**src/rtl/mxv_vector_load_sequencer.sv**
```systemverilog
// Row-load sequencer for the MxV multiplier: streams VECTOR_SIZE words per row into the
// word shift register, hands each full row to the MAC stage, repeats for num_rows rows.
module mxv_vector_load_sequencer #(
  parameter  int WORD_LENGTH = 8,
  parameter  int VECTOR_SIZE = 8,
  parameter  int ROW_W       = 8,
  localparam int CNT_W       = $clog2(VECTOR_SIZE)
) (
  input  logic                   clk,
  input  logic                   reset,
  input  logic                   start,
  input  logic                   abort,
  input  logic [ROW_W-1:0]       num_rows,
  input  logic                   in_valid,
  input  logic [WORD_LENGTH-1:0] in_data,
  output logic                   in_ready,
  output logic                   sr_shift_en,
  output logic                   sr_clear,
  output logic [WORD_LENGTH-1:0] sr_data,
  output logic                   vec_valid,
  input  logic                   vec_ack,
  output logic [ROW_W-1:0]       row_idx,
  output logic [CNT_W-1:0]       word_cnt,
  output logic                   busy,
  output logic                   done
);

  typedef enum logic [1:0] {
    S_IDLE,
    S_CLEAR,
    S_LOAD,
    S_DONE
  } state_t;

  state_t           state, state_n;
  logic [ROW_W-1:0] rows_reg, rows_n;
  logic [ROW_W-1:0] row_n;
  logic [CNT_W-1:0] cnt_n;
  logic             done_n;
  logic             abort_clr, abort_clr_n;
  logic             accept;
  logic             last_word;
  logic             last_row;

  assign accept    = in_valid & (state == S_LOAD);
  assign last_word = (word_cnt == CNT_W'(VECTOR_SIZE - 1));
  assign last_row  = (row_idx == rows_reg - ROW_W'(1));

  always_ff @(posedge clk or negedge reset) begin
    if (!reset) begin
      state     <= S_IDLE;
      rows_reg  <= '0;
      row_idx   <= '0;
      word_cnt  <= '0;
      done      <= 1'b0;
      abort_clr <= 1'b0;
    end else begin
      state     <= state_n;
      rows_reg  <= rows_n;
      row_idx   <= row_n;
      word_cnt  <= cnt_n;
      done      <= done_n;
      abort_clr <= abort_clr_n;
    end
  end

  always_comb begin
    state_n     = state;
    rows_n      = rows_reg;
    row_n       = row_idx;
    cnt_n       = word_cnt;
    done_n      = 1'b0;
    abort_clr_n = 1'b0;
    if (abort) begin
      // Abort lands straight in IDLE; the shift register clear is issued from IDLE
      // on the following cycle via abort_clr instead of visiting CLEAR.
      state_n     = S_IDLE;
      row_n       = '0;
      cnt_n       = '0;
      abort_clr_n = 1'b1;
    end else begin
      case (state)
        S_IDLE: begin
          if (start) begin
            if (num_rows != '0) begin
              rows_n  = num_rows;
              row_n   = '0;
              state_n = S_CLEAR;
            end else begin
              done_n = 1'b1;
            end
          end
        end
        S_CLEAR: begin
          cnt_n   = '0;
          state_n = S_LOAD;
        end
        S_LOAD: begin
          if (accept) begin
            if (last_word) begin
              cnt_n   = '0;
              state_n = S_DONE;
            end else begin
              cnt_n = word_cnt + CNT_W'(1);
            end
          end
        end
        S_DONE: begin
          if (vec_ack) begin
            if (last_row) begin
              row_n   = '0;
              done_n  = 1'b1;
              state_n = S_IDLE;
            end else begin
              row_n   = row_idx + ROW_W'(1);
              state_n = S_CLEAR;
            end
          end
        end
        default: state_n = S_IDLE;
      endcase
    end
  end

  assign in_ready    = (state == S_LOAD);
  assign sr_shift_en = in_valid & in_ready;
  assign sr_data     = in_data;
  assign sr_clear    = (state == S_CLEAR) | abort_clr;
  assign vec_valid   = (state == S_DONE);
  assign busy        = (state != S_IDLE);

endmodule

```
**config.mk**
```make
export PLATFORM = sky130hd
export DESIGN_NAME = mxv_vector_load_sequencer
export DESIGN_NICKNAME = d
export VERILOG_FILES = /design/src/rtl/mxv_vector_load_sequencer.sv
export SDC_FILE = /design/constraint.sdc
export NUM_CORES = 1
export LEC_CHECK = 0
export CORE_ASPECT_RATIO = 0.75
export CORE_MARGIN = 1
export CORE_UTILIZATION = 51
export DETAILED_ROUTE_END_ITERATION = 10
export PLACE_DENSITY_LB_ADDON = 0.2
export SKIP_CTS_REPAIR_TIMING = 1
export SYNTH_ARGS = -nofsm -noshare
export SYNTH_HDL_FRONTEND = slang
export SYNTH_SLANG_ARGS = --single-unit
```
**constraint.sdc**
```tcl
create_clock -name clk -period 4.2 [get_ports clk]
set_input_delay 0.63 -clock clk [delete_from_list [all_inputs] [get_ports clk]]
set_output_delay 0.63 -clock clk [all_outputs]
set_load 0.05 [all_outputs]
```
# Word-level counts from Yosys, hierarchy flattened
# Cells that the tools add are included.
# word_totals
register_bits	23
wordCells	56
inputBits	22
out_inout_bits	25
# classes
reduce_logical	9
add_sub_neg	3
n_bitwise	3
n_eq_ne	10
n_mux	25
# op_table
operator	count
two-way mux 8 bit	5
case mux 8 bit (2 select lines)	1
two-way mux 2 bit	6
two-way mux 3 bit	3
!= test 3 x 2 -> 1 bit (second input constant)	3
adder 8 x 1 -> 8 bit (second input constant)	1
equality test 8 bit	1
case mux 2 bit (4 select lines)	1
AND reduction 4 bit	2
nonzero test 8 bit	1
subtractor 8 x 1 -> 8 bit (second input constant)	1
two-way mux 1 bit	7
!= test 3 bit (second input constant)	2
case mux 3 bit (2 select lines)	1
nonzero test 3 bit	2
AND reduction 5 bit	1
equality test 2 bit (second input constant)	2
adder 3 x 1 -> 3 bit (second input constant)	1
equality test 3 bit (second input constant)	1
equality test 2 x 1 -> 1 bit (second input constant)	1
zero test 2 bit	1
case mux 1 bit (2 select lines)	1
AND reduction 2 bit	1
nonzero test 2 bit	1
3 further kinds	3

# Depth between registers and ports, before layout
# Gate-level depths: netlist of the first run.
# depth
ltp_word	6
ltp_mapped	11
depth_no_buf	9

# Least setup slack after synthesis of the first run
# Ideal clock, no wire load.
# synth_path
path_kind	register to output
start	register state[0]
end	output port sr_shift_en
slack_ns	1.965
required_ns	3.570
t_arrival_ns	1.605
path_stages_with_launch	4
path_buffers	0
path_cell_list	dfrtp_1 inv_1 ha_1 and2_1
# synth_between
elab_chain_cells	2
# synth_lines
item	line	rtl
start: declaration	35	state_t state, state_n;
start signal: assignment	58	state <= state_n;
equality test 2 bit	125	assign in_ready = (state == S_LOAD);
net in_ready	16	output logic in_ready,
bitwise AND 1 bit	126	assign sr_shift_en = in_valid & in_ready;
end: declaration	17	output logic sr_shift_en,
# The timed path passes the listed nets, and every way through them passes these cells.

# Worst setup path in the final report of the first run
# layout_path
start	input port in_valid
end	output port sr_shift_en
# layout_between
elab_chain_cells	1
# layout_lines
item	line	rtl
start: declaration	14	input logic in_valid,
bitwise AND 1 bit	126	
# No other way between the ends.

==> results of run 1 <==
-- path summary, 6_finish.rpt --
check | startpoint | to | cells after the start
max reg2reg | rows_reg[0] | row_idx[7] | 9
min reg2reg | rows_reg[7] | rows_reg[7] | 1
max in group asynchronous | reset | row_idx[3] | 1
min | rows_reg[7] | rows_reg[7] | 1
min in group asynchronous | reset | word_cnt[0] | 1
max | in_valid | sr_shift_en | 3
-- cell families after synthesis --
logic type               after synthesis
buffers and inverters                 19
AND/OR/NAND/NOR                       61
XOR/XNOR                               9
AO/OA/AOI/OAI                         37
adder cells (fa/ha/maj)                8
multiplexers                           7
flip-flops                            23
-- layout make-up --
class                   instances  area share
clock buffers                   3     0.02206
clock inverters                 1    0.002674
inverters                       6     0.01203
multi-input cells             122      0.4699
flip-flops and latches         23      0.3075
well taps                      38     0.02540
repair buffers                 30      0.1604
-- per-layer routing --
metal / global-route usage / vias to the layer above
met3: 0.04630 / 2
met2: 0.3963 / 34
met5: 0 / -
met4: 0.04610 / 0
li1: - / 616
met1: 0.2993 / 619
-- metrics by stage --
stage | hold WS [ns] | setup WS, ns | area, um^2
2_1_floorplan | 0.3344 | 1.965 | 1567
3_3_place_gp | 0.5221 | 1.222 | 1826
3_5_place_dp | 0.5470 | 1.162 | 1826
4_1_cts | 0.5662 | 1.371 | 1872
5_1_grt | 0.5882 | 1.235 | 1872
6_report | 0.5612 | 1.373 | 1872
-- cells in the mapped netlist, drive strengths merged --
| master | count | area, um^2 |
|---|---|---|
| or3 | 1 | 6.260 |
| and3 | 1 | 6.260 |
| a22oi | 2 | 15.01 |
| o2bb2ai | 3 | 26.28 |
| nor2 | 11 | 43.80 |
| nand2b | 7 | 43.79 |
| or2 | 3 | 18.77 |
| nor2b | 3 | 18.77 |
| a31oi | 2 | 12.51 |
| o2111ai | 1 | 8.760 |
| xor2 | 3 | 26.28 |
| mux2 | 7 | 78.83 |
| a211o | 2 | 17.52 |
| o21ai | 8 | 43.79 |
| o311ai | 2 | 52.55 |
| a32oi | 1 | 8.760 |
| o21a | 1 | 7.510 |
| a21o | 1 | 7.510 |
| nand3 | 3 | 15.01 |
| or4 | 2 | 15.01 |
| clkbuf | 2 | 7.510 |
| inv | 6 | 22.52 |
| nand3b | 1 | 7.510 |
| xnor2 | 6 | 52.55 |
| o21bai | 4 | 30.03 |
| ha | 8 | 100.1 |
| nor3 | 6 | 30.03 |
| dfrtp | 23 | 575.6 |
| buf | 11 | 81.33 |
| nor3b | 1 | 7.510 |
| nand4b | 2 | 17.52 |
| o31ai | 2 | 15.01 |
| nand2 | 16 | 60.06 |
| nand4 | 1 | 6.260 |
| a21oi | 8 | 40.04 |
| and2 | 1 | 6.260 |
| nor4 | 2 | 33.78 |
-- power by group through the flow --
stage                     registers (uW)  logic, uW  clock network (uW)
after global routing                 372        560                 150
after global placement               360        486                   0
final                                362        512                 139
after detailed placement             367        509                   0
after CTS                            362        512                 142
after floorplan                      352        408                   0
==> qor.yml, run 1 <==
nets: 216
p_sw_uw: 451.7
muxShareOfSynthArea: 0.05032
mostFrequentLayoutCell: "clkdlybuf4s50_1"
endpoint_kind: "primary output"
p_leak_uw: 0.0007398
path_class: "in -> out"
critical_path.cell_chain: "clkdlybuf4s50_1, and2_1, clkdlybuf4s50_1"
fmax_ghz: 0.3538
avgSynthCellArea_um2: 9.552
critPathMaxFanout: 4
areaGrowthSynthToFinish_pct: 19.49
overflow: 0
grt_util_all_layers: 0.2309
dr.max_layer_used: "met4"
power_frac_clock: 0.137
synth-xor-area-share: 0.05032
grt_max_degree: 24
diodes: 0
seq_area_um2: 575.6
cts.sinks: 23
place_congestion: 0.8425
wire_per_inst_um: 15.39
period_needed_ns: 2.827
cpPeakStageDelay_ns: 0.83
grt_pass1_vias: 1244
synth_top_family_by_area: "simple AND/OR/NAND/NOR gates"
crit_slowest_cell: "clkdlybuf4s50_1"
cap_violations: 0
grt_first_pass_wirelength_um: 5782
place_inst: 219
cp_num_buf_inv: 2
initial_utilization: 0.5337
finalSetupViolations: 0
slew_viol_final: 0
power_uw: 1013
ir_drop_mv: 0.3049
ys_seq_area_frac: 0.3674
synthAdderAreaFrac: 0.06390
worst_path_dominant_cell_family: "buffers and inverters"
outcome: "finished, final reports clean"
netlist_instances: 164
drt-pass1-iter-count: 4
hold_viol: 0
path_common_cell: "clkdlybuf4s50_1"
cts_buffers: 3
synth_cell_types: 44
wl_met1_um: 1614
min_path_type: "reg -> reg"
seqPwrFrac: 0.357
tns_ns: 0
finClkSkew_ns: 0.003685
tightest_slew_ns: 1.056
p_comb_frac: 0.506
multiInputGateArea_um2: 879.6
rows: 17
critical_path_arrival_ns: 2.20
vias_per_cell: 5.700
met3_length_um: 164
synth_nets: 194
ios: 47
post-route-util: 0.6377
p_per_area_nw_per_um2: 541.4
fp.dieH_um: 50.00
worst_setup_path_start_kind: "primary input"
root_buffer: "clkbuf_8"
synth_compound_gate_area_share: 0.1821
final.period_utilization: 0.6730
ctsLongestPathBuffers: 2
drt_wl_total_um: 3432
ys_ff_latch: 23
relSlewSlack: 0.2937
layout_common_cells: "clkdlybuf4s50_1, dfrtp_1, nand2_1"
hpwlAfterDp_um: 2646
antenna_left: 0
required_ns: 3.57
yosys.area_share.simple: 0.2149
routed-wl-met2_um: 1639
n_fill_cell: 237
rrSetupSlack_ns: 1.62
htreeDepth: 1
mappedNetlistArea_um2: 1567
drt_iter0_drc: 55
rsz0062_at_grt: "false"
cts_tree: "built"
p_int_uw: 561.6
die_x_um: 66.00
yosysWarningCount: 0
antenna_found_initial: 0
coreArea_um2: 2935
drive_gt1_frac: 0.09730
die_area_um2: 3299
clock_latency_ns: 0.26
swShare: 0.4458
drc: 0
vias: 1271
clk_pin_slew_worst_paths_ns: 0.08
port-buffer-count: 30
finalNonFillerCells: 223
No activity file was read; power rests on OpenSTA's default activity.
==> inputs of run 2 (changes only) <==
--- a/config.mk
+++ b/config.mk
@@ -7,7 +7,7 @@
 export LEC_CHECK = 0
 export CORE_ASPECT_RATIO = 0.75
 export CORE_MARGIN = 1
-export CORE_UTILIZATION = 51
+export CORE_UTILIZATION = 42
 export DETAILED_ROUTE_END_ITERATION = 10
 export PLACE_DENSITY_LB_ADDON = 0.2
 export SKIP_CTS_REPAIR_TIMING = 1
==> constraint.sdc (replaced) <==
create_clock -name clk -period 2.5 [get_ports clk]
set_input_delay 0.375 -clock clk [delete_from_list [all_inputs] [get_ports clk]]
set_output_delay 0.375 -clock clk [all_outputs]
set_load 0.05 [all_outputs]
==> run 2 against run 1 <==
  * Sequential share of layout area down 0.72 points
  * Critical endpoint is now sr_clear
  * Clock-buffer cell count up 1
  * Critical path depth up 1
  * Highest routed layer unchanged
  * Largest cell class unchanged
  * Sequential power up 67%
  * Non-clock buffer count up 4
==> qor.yml, run 2 (synthesis results as in run 1) <==
diodes: 0  # unchanged
ios: 47  # unchanged
fp.dieH_um: 54.89  # was 50.00 um
grt_max_degree: 24  # unchanged
power_uw: 1718  # was 1013 uW
drc: 0  # unchanged
n_fill_cell: 308  # was 237
drt_wl_total_um: 3580  # was 3432 um
setup_slack_ns: 0.1267  # was 1.373 ns
clk_pin_slew_worst_paths_ns: 0.08  # about the same
antenna_left: 0  # unchanged
dpl_cell_area_um2: 1868  # was 1826 um^2
place_congestion: 0.7602  # was 0.8425
layout_common_cells: "clkdlybuf4s50_1, dfrtp_1, nand2_1"  # unchanged
port-buffer-count: 30  # unchanged
wire_per_inst_um: 14.98  # was 15.39 um
worst_setup_path_start_kind: "register"  # was primary input
cts.sinks: 23  # unchanged
clock_latency_ns: 0.26  # about the same
p_per_area_nw_per_um2: 894.7  # was 541.4 nW/um^2
finalInstanceArea_um2: 1921  # was 1872 um^2
drt_iter0_drc: 59  # was 55
tns_ns: 0  # unchanged
met3_length_um: 256  # was 164 um
overflow: 0  # unchanged
critPathMaxFanout: 5  # was 4
critical_path.cell_chain: "inv_1, ha_1, or2_2, clkdlybuf4s50_1"  # was clkdlybuf4s50_1, and2_1, clkdlybuf4s50_1
mostFrequentLayoutCell: "clkdlybuf4s50_1"  # unchanged
tightest_slew_ns: 0.9468  # was 1.056 ns
required_ns: 2.12  # was 3.57 ns
initial_utilization: 0.4576  # was 0.5337
hold_viol: 0  # unchanged
min_path_type: "in -> async"  # was reg -> reg
antenna_found_initial: 0  # unchanged
finalSetupViolations: 0  # unchanged
period_needed_ns: 2.373
finClkSkew_ns: 0.007241  # was 0.003685 ns
post-place-ws_ns: 0.05496  # was 1.162 ns
vias: 1262  # was 1271
grt_util_all_layers: 0.2015  # was 0.2309
cap_violations: 0  # unchanged
critical_path_arrival_ns: 2.00  # was 2.20 ns
p_leak_uw: 0.0007569  # was 0.0007398 uW
slew_viol_final: 0  # unchanged
coreArea_um2: 3423  # was 2935 um^2
grt_pass1_vias: 1242  # was 1244
cts_tree: "built"  # unchanged
hpwlAfterDp_um: 2807  # was 2646 um
ir_drop_mv: 0.5478  # was 0.3049 mV
rows: 18  # was 17
root_buffer: "clkbuf_8"  # unchanged
crit_slowest_cell: "clkdlybuf4s50_1"  # unchanged
path_class: "reg -> out"  # was in -> out
routed-wl-met2_um: 1631  # was 1639 um
cts_buffers: 3  # unchanged
cp_num_buf_inv: 2  # unchanged
outcome: "finished, final reports clean"  # unchanged
drt-pass1-iter-count: 4  # unchanged
grt_first_pass_wirelength_um: 5920  # was 5782 um
nets: 220  # was 216
relSlewSlack: 0.3639  # was 0.2937
rsz0062_at_grt: "false"  # unchanged
drive_gt1_frac: 0.1270  # was 0.09730
endpoint_kind: "primary output"  # unchanged
htreeDepth: 1  # unchanged
cpPeakStageDelay_ns: 0.70  # was 0.83 ns
die_area_um2: 3981  # was 3299 um^2
wl_met1_um: 1647  # was 1614 um
ctsLongestPathBuffers: 2  # unchanged
post-route-util: 0.5610  # was 0.6377
final.period_utilization: 0.9493
worst_path_dominant_cell_family: "buffers and inverters"  # unchanged
fmax_ghz: 0.4214
areaGrowthSynthToFinish_pct: 22.60  # was 19.49%
die_x_um: 72.52  # was 66.00 um
vias_per_cell: 5.280  # was 5.700
dr.max_layer_used: "met4"  # unchanged
==> run 2: cell type report <==
type | instances | area, um^2 | share of cell area
inverters | 6 | 22.52 | 0.01173
repair buffers | 34 | 327.8 | 0.1707
flip-flops and latches | 23 | 576.8 | 0.3003
multi-input cells | 122 | 885.9 | 0.4612
clock buffers | 4 | 45.04 | 0.02345
well taps | 50 | 62.56 | 0.03257
==> run 2: final timing paths <==
check                       startpoint          end  slack, ns  cells after the start
setup reg to reg           rows_reg[0]   row_idx[6]       0.23                      9
max in group asynchronous        reset  rows_reg[0]       1.78                      2
hold / removal                   reset    abort_clr       0.46                      2
hold reg to reg            rows_reg[7]  rows_reg[7]       0.56                      1
setup / recovery              state[1]     sr_clear       0.13                      4
min in group clk           rows_reg[7]  rows_reg[7]       0.56                      1
==> run 2: per-layer routing <==
metal	vias to the layer above	track usage
li1	623	-
met1	594	0.2545
met2	37	0.3442
met3	8	0.05254
met4	0	0.06536
met5	-	0
==> run 2: power by group <==
| group | internal [uW] | switching, uW |
|---|---|---|
| sequential | 460 | 145 |
| combinational | 390 | 495 |
| clock | 114 | 115 |
==> run 2: per-stage QoR <==
stage / instances / hold WS, ns
after floorplan: 164 / 0.07941
after global placement: 235 / 0.5346
after detailed placement: 235 / 0.5438
after CTS: 239 / 0.4678
after global routing: 239 / 0.4832
final: 239 / 0.4574
==> run 2: worst register-to-register path: stages, from the launching register on <==
cell	delay, ns
dfrtp_2	0.42
inv_1	0.07
ha_1	0.29
nand2b_1	0.20
a21oi_1	0.16
a31oi_1	0.07
o2111ai_2	0.25
o21ai_2	0.08
or2_1	0.36
o311ai_4	0.29
